===== src/rtl/vga_timing_gen.sv =====
// -----------------------------------------------------------------------------
// vga_timing_gen
//
// Parametrised VGA raster timing generator. A clock-enable divider produces the
// pixel strobe; horizontal/vertical counters walk the raster; sync and
// active-video strobes are derived from the counters and delayed through a
// short pipeline so they line up with downstream pixel data.
//
// Ports
//   vga_clock    in   system/video clock
//   reset        in   asynchronous, active-high reset
//   enable       in   1 = raster runs, 0 = all state frozen
//   pixel_en     out  one-cycle pixel strobe (enable && divider at last count)
//   hcount       out  raw horizontal position, 0..H_TOTAL-1
//   vcount       out  raw vertical position, 0..V_TOTAL-1
//   xCoord       out  hcount >> SCALE_SHIFT
//   yCoord       out  vcount >> SCALE_SHIFT
//   VGA_HS       out  horizontal sync, active level HS_POL, delayed
//   VGA_VS       out  vertical sync, active level VS_POL, delayed
//   visible      out  active-video flag, delayed
//   VGA_SYNC_N   out  constant 1
//   line_start   out  pixel_en at hcount == 0 (undelayed)
//   frame_start  out  line_start at vcount == 0 (undelayed)
//   frame_count  out  completed-frame counter, wraps modulo 2^16
// -----------------------------------------------------------------------------
module vga_timing_gen #(
    parameter int   H_ACTIVE    = 640,
    parameter int   H_FP        = 16,
    parameter int   H_SYNC      = 96,
    parameter int   H_BP        = 48,
    parameter int   V_ACTIVE    = 480,
    parameter int   V_FP        = 10,
    parameter int   V_SYNC      = 2,
    parameter int   V_BP        = 33,
    parameter int   CLK_DIV     = 2,
    parameter int   SCALE_SHIFT = 0,
    parameter logic HS_POL      = 1'b0,
    parameter logic VS_POL      = 1'b0,
    parameter int   PIPE_DELAY  = 1,
    parameter int   CW          = 11
) (
    input  logic          vga_clock,
    input  logic          reset,
    input  logic          enable,
    output logic          pixel_en,
    output logic [CW-1:0] hcount,
    output logic [CW-1:0] vcount,
    output logic [CW-1:0] xCoord,
    output logic [CW-1:0] yCoord,
    output logic          VGA_HS,
    output logic          VGA_VS,
    output logic          visible,
    output logic          VGA_SYNC_N,
    output logic          line_start,
    output logic          frame_start,
    output logic [15:0]   frame_count
);

    localparam int H_TOTAL = H_ACTIVE + H_FP + H_SYNC + H_BP;
    localparam int V_TOTAL = V_ACTIVE + V_FP + V_SYNC + V_BP;
    localparam int DW      = (CLK_DIV > 1) ? $clog2(CLK_DIV) : 1;

    localparam logic [DW-1:0] DIV_LAST = DW'(CLK_DIV - 1);
    localparam logic [CW-1:0] H_LAST   = CW'(H_TOTAL - 1);
    localparam logic [CW-1:0] V_LAST   = CW'(V_TOTAL - 1);
    localparam logic [CW-1:0] HS_FIRST = CW'(H_ACTIVE + H_FP);
    localparam logic [CW-1:0] HS_LAST  = CW'(H_ACTIVE + H_FP + H_SYNC - 1);
    localparam logic [CW-1:0] VS_FIRST = CW'(V_ACTIVE + V_FP);
    localparam logic [CW-1:0] VS_LAST  = CW'(V_ACTIVE + V_FP + V_SYNC - 1);
    localparam logic [CW-1:0] H_VIS    = CW'(H_ACTIVE);
    localparam logic [CW-1:0] V_VIS    = CW'(V_ACTIVE);

    logic [DW-1:0] r_div_cnt;
    logic [CW-1:0] r_hcount;
    logic [CW-1:0] r_vcount;
    logic [15:0]   r_frame_count;

    logic          w_pixel_en;
    logic          w_h_last;
    logic          w_v_last;
    logic [2:0]    w_raw;      // {hs, vs, vis} from the current counters
    logic [2:0]    w_delayed;  // same strobes after PIPE_DELAY pixel stages

    assign w_pixel_en = enable && (r_div_cnt == DIV_LAST);
    assign w_h_last   = (r_hcount == H_LAST);
    assign w_v_last   = (r_vcount == V_LAST);

    // Pixel divider: only advances while enabled, so a pause holds the phase.
    always_ff @(posedge vga_clock or posedge reset) begin
        if (reset) begin
            r_div_cnt <= '0;
        end else if (enable) begin
            if (r_div_cnt == DIV_LAST) r_div_cnt <= '0;
            else                       r_div_cnt <= r_div_cnt + DW'(1);
        end
    end

    // Raster counters; hcount, vcount and frame_count all step on the same
    // edge at the last pixel of the frame.
    always_ff @(posedge vga_clock or posedge reset) begin
        if (reset) begin
            r_hcount      <= '0;
            r_vcount      <= '0;
            r_frame_count <= '0;
        end else if (w_pixel_en) begin
            if (w_h_last) begin
                r_hcount <= '0;
                if (w_v_last) begin
                    r_vcount      <= '0;
                    r_frame_count <= r_frame_count + 16'd1;
                end else begin
                    r_vcount <= r_vcount + CW'(1);
                end
            end else begin
                r_hcount <= r_hcount + CW'(1);
            end
        end
    end

    assign w_raw[2] = (r_hcount >= HS_FIRST) && (r_hcount <= HS_LAST);
    assign w_raw[1] = (r_vcount >= VS_FIRST) && (r_vcount <= VS_LAST);
    assign w_raw[0] = (r_hcount < H_VIS) && (r_vcount < V_VIS);

    generate
        if (PIPE_DELAY == 0) begin : g_no_pipe
            assign w_delayed = w_raw;
        end else begin : g_pipe
            // Stage 0 takes the raw strobes; later stages shift one pixel per
            // pixel_en. Reset to all-zero gives inactive sync and no video.
            logic [2:0] r_pipe [PIPE_DELAY];

            always_ff @(posedge vga_clock or posedge reset) begin
                if (reset) begin
                    for (int i = 0; i < PIPE_DELAY; i++) r_pipe[i] <= '0;
                end else if (w_pixel_en) begin
                    r_pipe[0] <= w_raw;
                    for (int i = 1; i < PIPE_DELAY; i++) r_pipe[i] <= r_pipe[i-1];
                end
            end

            assign w_delayed = r_pipe[PIPE_DELAY-1];
        end
    endgenerate

    assign pixel_en    = w_pixel_en;
    assign hcount      = r_hcount;
    assign vcount      = r_vcount;
    assign xCoord      = r_hcount >> SCALE_SHIFT;
    assign yCoord      = r_vcount >> SCALE_SHIFT;
    assign VGA_HS      = w_delayed[2] ? HS_POL : ~HS_POL;
    assign VGA_VS      = w_delayed[1] ? VS_POL : ~VS_POL;
    assign visible     = w_delayed[0];
    assign VGA_SYNC_N  = 1'b1;
    assign line_start  = w_pixel_en && (r_hcount == '0);
    assign frame_start = w_pixel_en && (r_hcount == '0) && (r_vcount == '0);
    assign frame_count = r_frame_count;

endmodule


===== config.mk =====
export PLATFORM = sky130hd
export DESIGN_NAME = vga_timing_gen
export DESIGN_NICKNAME = d
export VERILOG_FILES = /design/src/rtl/vga_timing_gen.sv
export SDC_FILE = /design/constraint.sdc
export NUM_CORES = 1
export LEC_CHECK = 0
export BUFFER_PORTS_ARGS = -buffer_cell sky130_fd_sc_hd__buf_2
export CORE_MARGIN = 2
export CORE_UTILIZATION = 45
export DETAILED_ROUTE_END_ITERATION = 16
export GPL_ROUTABILITY_DRIVEN = 1
export PLACE_DENSITY_LB_ADDON = 0.1
export SYNTH_ARGS = -nofsm -noshare
export SYNTH_HDL_FRONTEND = slang
export SYNTH_SLANG_ARGS = --single-unit
export TNS_END_PERCENT = 30

===== constraint.sdc =====
create_clock -name vga_clock -period 2.7 [get_ports vga_clock]
set_input_delay 0.405 -clock vga_clock [delete_from_list [all_inputs] [get_ports vga_clock]]
set_output_delay 0.405 -clock vga_clock [all_outputs]
set_load 0.02 [all_outputs]

# Word-level counts from Yosys, hierarchy flattened
# Cells that the tools add are included.
# W data, S select, Z words.
[classes]
reduce_logical = 10
n_mux = 5
n_addsub = 4
magnitude_cmp = 6
eq_ne = 2
[op_table]
columns = ["cell", "n"]
rows = [
  ["$add A11 B1 Y11 const B", 2],
  ["$eq A11 B10 Y1 const B", 2],
  ["$logic_not A11 Y1", 2],
  ["$mux W11", 2],
  ["$add A16 B1 Y16 const B", 1],
  ["$ge A11 B10 Y1 const B", 1],
  ["$ge A11 B9 Y1 const B", 1],
  ["$le A11 B10 Y1 const B", 1],
  ["$le A11 B9 Y1 const B", 1],
  ["$lt A11 B10 Y1 const B", 1],
  ["$lt A11 B9 Y1 const B", 1],
  ["$logic_and A1 B1 Y1", 6],
  ["$mux W1", 3],
  ["$reduce_and A3 Y1", 1],
  ["$reduce_and A2 Y1", 1],
  ["$add A1 B1 Y1 const B", 1],
]
[word_totals]
inputBits = 3
output_inout_bits = 67
regBits = 42

# Depth between registers and ports, before layout
[depth]
depth_word = 3
depth_mapped = 7
depth_no_buf = 6

# Worst setup path before layout
# Ideal clock, no wire load.
[synth_path]
kind = "reg-to-reg"
startpoint = "register r_hcount[0] (netlist: hcount[0])"
endpoint = "register r_frame_count[1] (netlist: frame_count[1])"
stages_incl_launch_ff = 7
t_required_ns = 2.575
arrival_ns = 2.059
path_slack_ns = 0.516
path_buffers = 1
period_less_slack_ns = 2.184
path_cell_list = "dfrtp_1 ha_1 nand3_1 or4_4 buf_6 nor2_1 mux2_2"
[synth_via]
elab_chain_len = 2
[synth_rtl]
columns = ["element", "line", "text"]
rows = [
  ["start: declaration", "74", "logic [CW-1:0] r_hcount;"],
  ["start signal: assignment", "115", "r_hcount <= r_hcount + CW'(1);"],
  ["$eq A11 B10 Y1", "85", "assign w_h_last = (r_hcount == H_LAST);"],
  ["$reduce_and A3 Y1 (no source line)", "-", ""],
  ["end signal: assignment", "110", "r_frame_count <= r_frame_count + 16'd1;"],
  ["end: declaration", "76", "logic [15:0] r_frame_count;"],
]
# Every way passes these cells.
# A chain may end at the register's enable or synchronous reset.

# Worst setup path after layout
[layout_path]
startpoint = "register r_hcount[5] (netlist: hcount[5])"
endpoint = "output frame_start"
[layout_via]
elab_chain_len = 3
[layout_rtl]
columns = ["element", "line", "text"]
rows = [
  ["$logic_not A11 Y1", "155", "assign frame_start = w_pixel_en && (r_hcount == '0) && (r_vcount == '0);"],
  ["$logic_and A1 B1 Y1 (2 in series)", "155", ""],
  ["end: declaration", "55", "output logic frame_start,"],
]
# Every way passes these cells.

==> impl_metrics.json <==
{
  "outcome": "completed",
  "num_rows": 26,
  "finish.instance_area_sq_mm": 0.002788,
  "cts_inserted_buffers": 5,
  "io_pins": 70,
  "clock_latency_ps": 300,
  "drtAntennaViolNets": 0,
  "n_fill_cell": 506,
  "drt_iter0_markers": 68,
  "period_needed_ps": 2381,
  "period_share": 0.8817,
  "detail_route.drc_violations": 0,
  "arrival_ps": 1980,
  "max-cap-violations": 0,
  "gp_congestion": 0.8427,
  "synth_area_leaders": "dfrtp_1 44%, xor2_1 8.4%, buf_4 7.2%",
  "met2_length_um": 2256,
  "startpoint_type": "flip-flop",
  "first_global_vias": 1747,
  "grt.total_usage": 0.1878,
  "async_flop_share": 1.000,
  "intPower_w": 0.001191,
  "vias": 1920,
  "pwr-share-seq": 0.442,
  "slew_headroom": 0.6407,
  "p_leak_nw": 1.511,
  "synth.top_cell.area_share": 0.4400,
  "worst_pin_slew_ps": 539.0,
  "synth_cells": 244,
  "syn_area_sq_mm": 0.002389,
  "avgViaCountPerCell": 5.260,
  "routed-wl-met3_um": 232,
  "worstPathMaxFanout": 8,
  "die_w_um": 76.86,
  "p_switching_w": 0.0005204,
  "grt_max_degree": 43,
  "final_nets": 303,
  "cp-end-kind": "output pin",
  "synth_enable_flop_cells": 0,
  "path_class": "flip-flop to output pin",
  "wire_per_inst_um": 14.49,
  "yosys-top-cells-count": "42 x dfrtp_1, 23 x buf_4, 23 x xor2_1",
  "ys_seq_elements": 42,
  "switching_share": 0.3041,
  "cp.required_ps": 2300,
  "setup_violations": 0,
  "ctsHoldBuffers": 0,
  "die_h_um": 76.86,
  "htree_levels": 2,
  "syn_avg_cell_area_sq_um": 9.789,
  "synth-main-ff-cell": "dfrtp_1",
  "yosys.area.top_type": "dfrtp_1",
  "seqCellArea_sq_mm": 0.001051,
  "n_antenna_cell": 0,
  "cts_tree": "yes",
  "cts_resized": 0,
  "syn-num-nets": 253,
  "rsz0062_at_grt": "false",
  "floorplan.initialDensity": 0.4677,
  "whs_ps": 236.2,
  "power.density_mw_per_mm2": 613.9,
  "highest_layer": "met4",
  "area_growth_pct": 16.71,
  "multiInputGateArea_sq_mm": 0.001084,
  "cts-root-buf": "clkbuf_8",
  "portBuffers": 68,
  "max_freq_mhz": 420.0,
  "hp-class": "primary input to asynchronous set/reset pin",
  "wl_um": 5290,
  "wirelength_met1_um": 2732,
  "post_cts_buffers": 0,
  "dpl.hpwl_um": 3887,
  "comb_power_share": 0.201,
  "ys_warn_count": 0,
  "drv_slew": 0,
  "cts_sinks": 42,
  "clk_pin_slew_ps": 80,
  "ys_seq_area_frac": 0.4400,
  "clkPwrFrac": 0.357,
  "yosys.cell_count.top_type": "dfrtp_1",
  "grt_overflow": 0,
  "antenna_found_initial": 0,
  "drive_gt1_frac": 0.3051,
  "synth.distinct_cells": 44,
  "fp.coreArea_sq_mm": 0.005107,
  "fin_tns_setup_ps": 0,
  "ir_drop_mv": 0.3735,
  "skew_ps": 5.807,
  "grt_pass1_wl_um": 8894,
  "die_area_sq_mm": 0.005907,
  "first_pass_iters": 4,
  "hold_violations": 0,
  "cts_max_path_buffers": 2,
  "place_area_sq_mm": 0.002645
}
cell usage in the layout, fill, tap and decap left out, types with 7 or more instances in the layout:
| cell type | instances |
|---|---|
| nand3_1 | 12 |
| nand4_1 | 9 |
| and3_1 | 7 |
| nor2_1 | 13 |
| inv_1 | 12 |
| nor3_1 | 14 |
| buf_2 | 68 |
| dfrtp_1 | 42 |
| xor2_1 | 23 |
| nand2_1 | 19 |
| o21ai_0 | 10 |
cell type report:
| class | instances | area share |
|---|---|---|
| Sequential cell | 42 | 0.3770 |
| Clock inverter | 2 | 0.02154 |
| Timing Repair Buffer | 73 | 0.1355 |
| Clock buffer | 6 | 0.02962 |
| Inverter | 12 | 0.01616 |
| Tap cell | 70 | 0.03142 |
| Multi-Input combinational cell | 160 | 0.3887 |
power groups by stage:
stage / registers [W] / logic, W / clock network, W
after floorplan: 0.000795 / 0.000231 / 0
after global placement: 0.000761 / 0.000350 / 0
after detailed placement: 0.000767 / 0.000345 / 0
after CTS: 0.000755 / 0.000346 / 0.000632
after global routing: 0.000766 / 0.000377 / 0.000654
final: 0.000756 / 0.000344 / 0.000612
worst max-delay path, stage by stage (launching register included):
cell     delay (ps)
dfrtp_1         450
or3_4           440
nor2_1          140
and4_1          250
and4b_1         230
buf_2           170
final timing paths:
| check | slack [ps] | endpoint | cells after the start | startpoint |
|---|---|---|---|---|
| setup / recovery | 320 | frame_start | 5 | hcount[5] |
| setup reg to reg | 370 | frame_count[1] | 5 | hcount[0] |
| hold reg to reg | 470 | frame_count[15] | 1 | frame_count[15] |
| hold / removal | 240 | hcount[4] | 3 | reset |
| max in group asynchronous | 2100 | vcount[0] | 3 | reset |
| min in group vga_clock | 310 | r_div_cnt | 2 | enable |
per-stage QoR:
step | utilization | cells | total power [W] | worst slack (ps)
after floorplan | - | 244 | 0.001026 | 516.5
after global placement | 0.5179 | 357 | 0.001111 | 481.2
after detailed placement | 0.5179 | 357 | 0.001112 | 401.2
after CTS | 0.5458 | 365 | 0.001733 | 322.7
after global routing | 0.5458 | 365 | 0.001797 | 212.9
final | 0.5458 | 365 | 0.001711 | 319.3
cell families after synthesis:
kind of cell | Yosys count | synth area share
AOI/OAI and AO/OA | 23 | 0.06391
xor gates and xnor gates | 29 | 0.1063
adders and majority gates | 6 | 0.03143
buffers and inverters | 42 | 0.1090
DFF | 42 | 0.4400
muxes | 1 | 0.004714
other | 1 | 0.001570
and+or+nand+nor | 100 | 0.2431
layer usage:
metal  vias to the layer above  GRT usage
li1                        933          -
met1                       927     0.2762
met2                        53     0.2754
met3                         7    0.04000
met4                         0    0.06000
met5                         -          0
sequential cells by signal (all words and copies together) (netlist names):
| signal | flops |
|---|---|
| g_pipe.r_pipe | 3 |
| vcount | 11 |
| hcount | 11 |
| r_div_cnt | 1 |
| frame_count | 16 |
No activity file was read; power rests on OpenSTA's default activity.
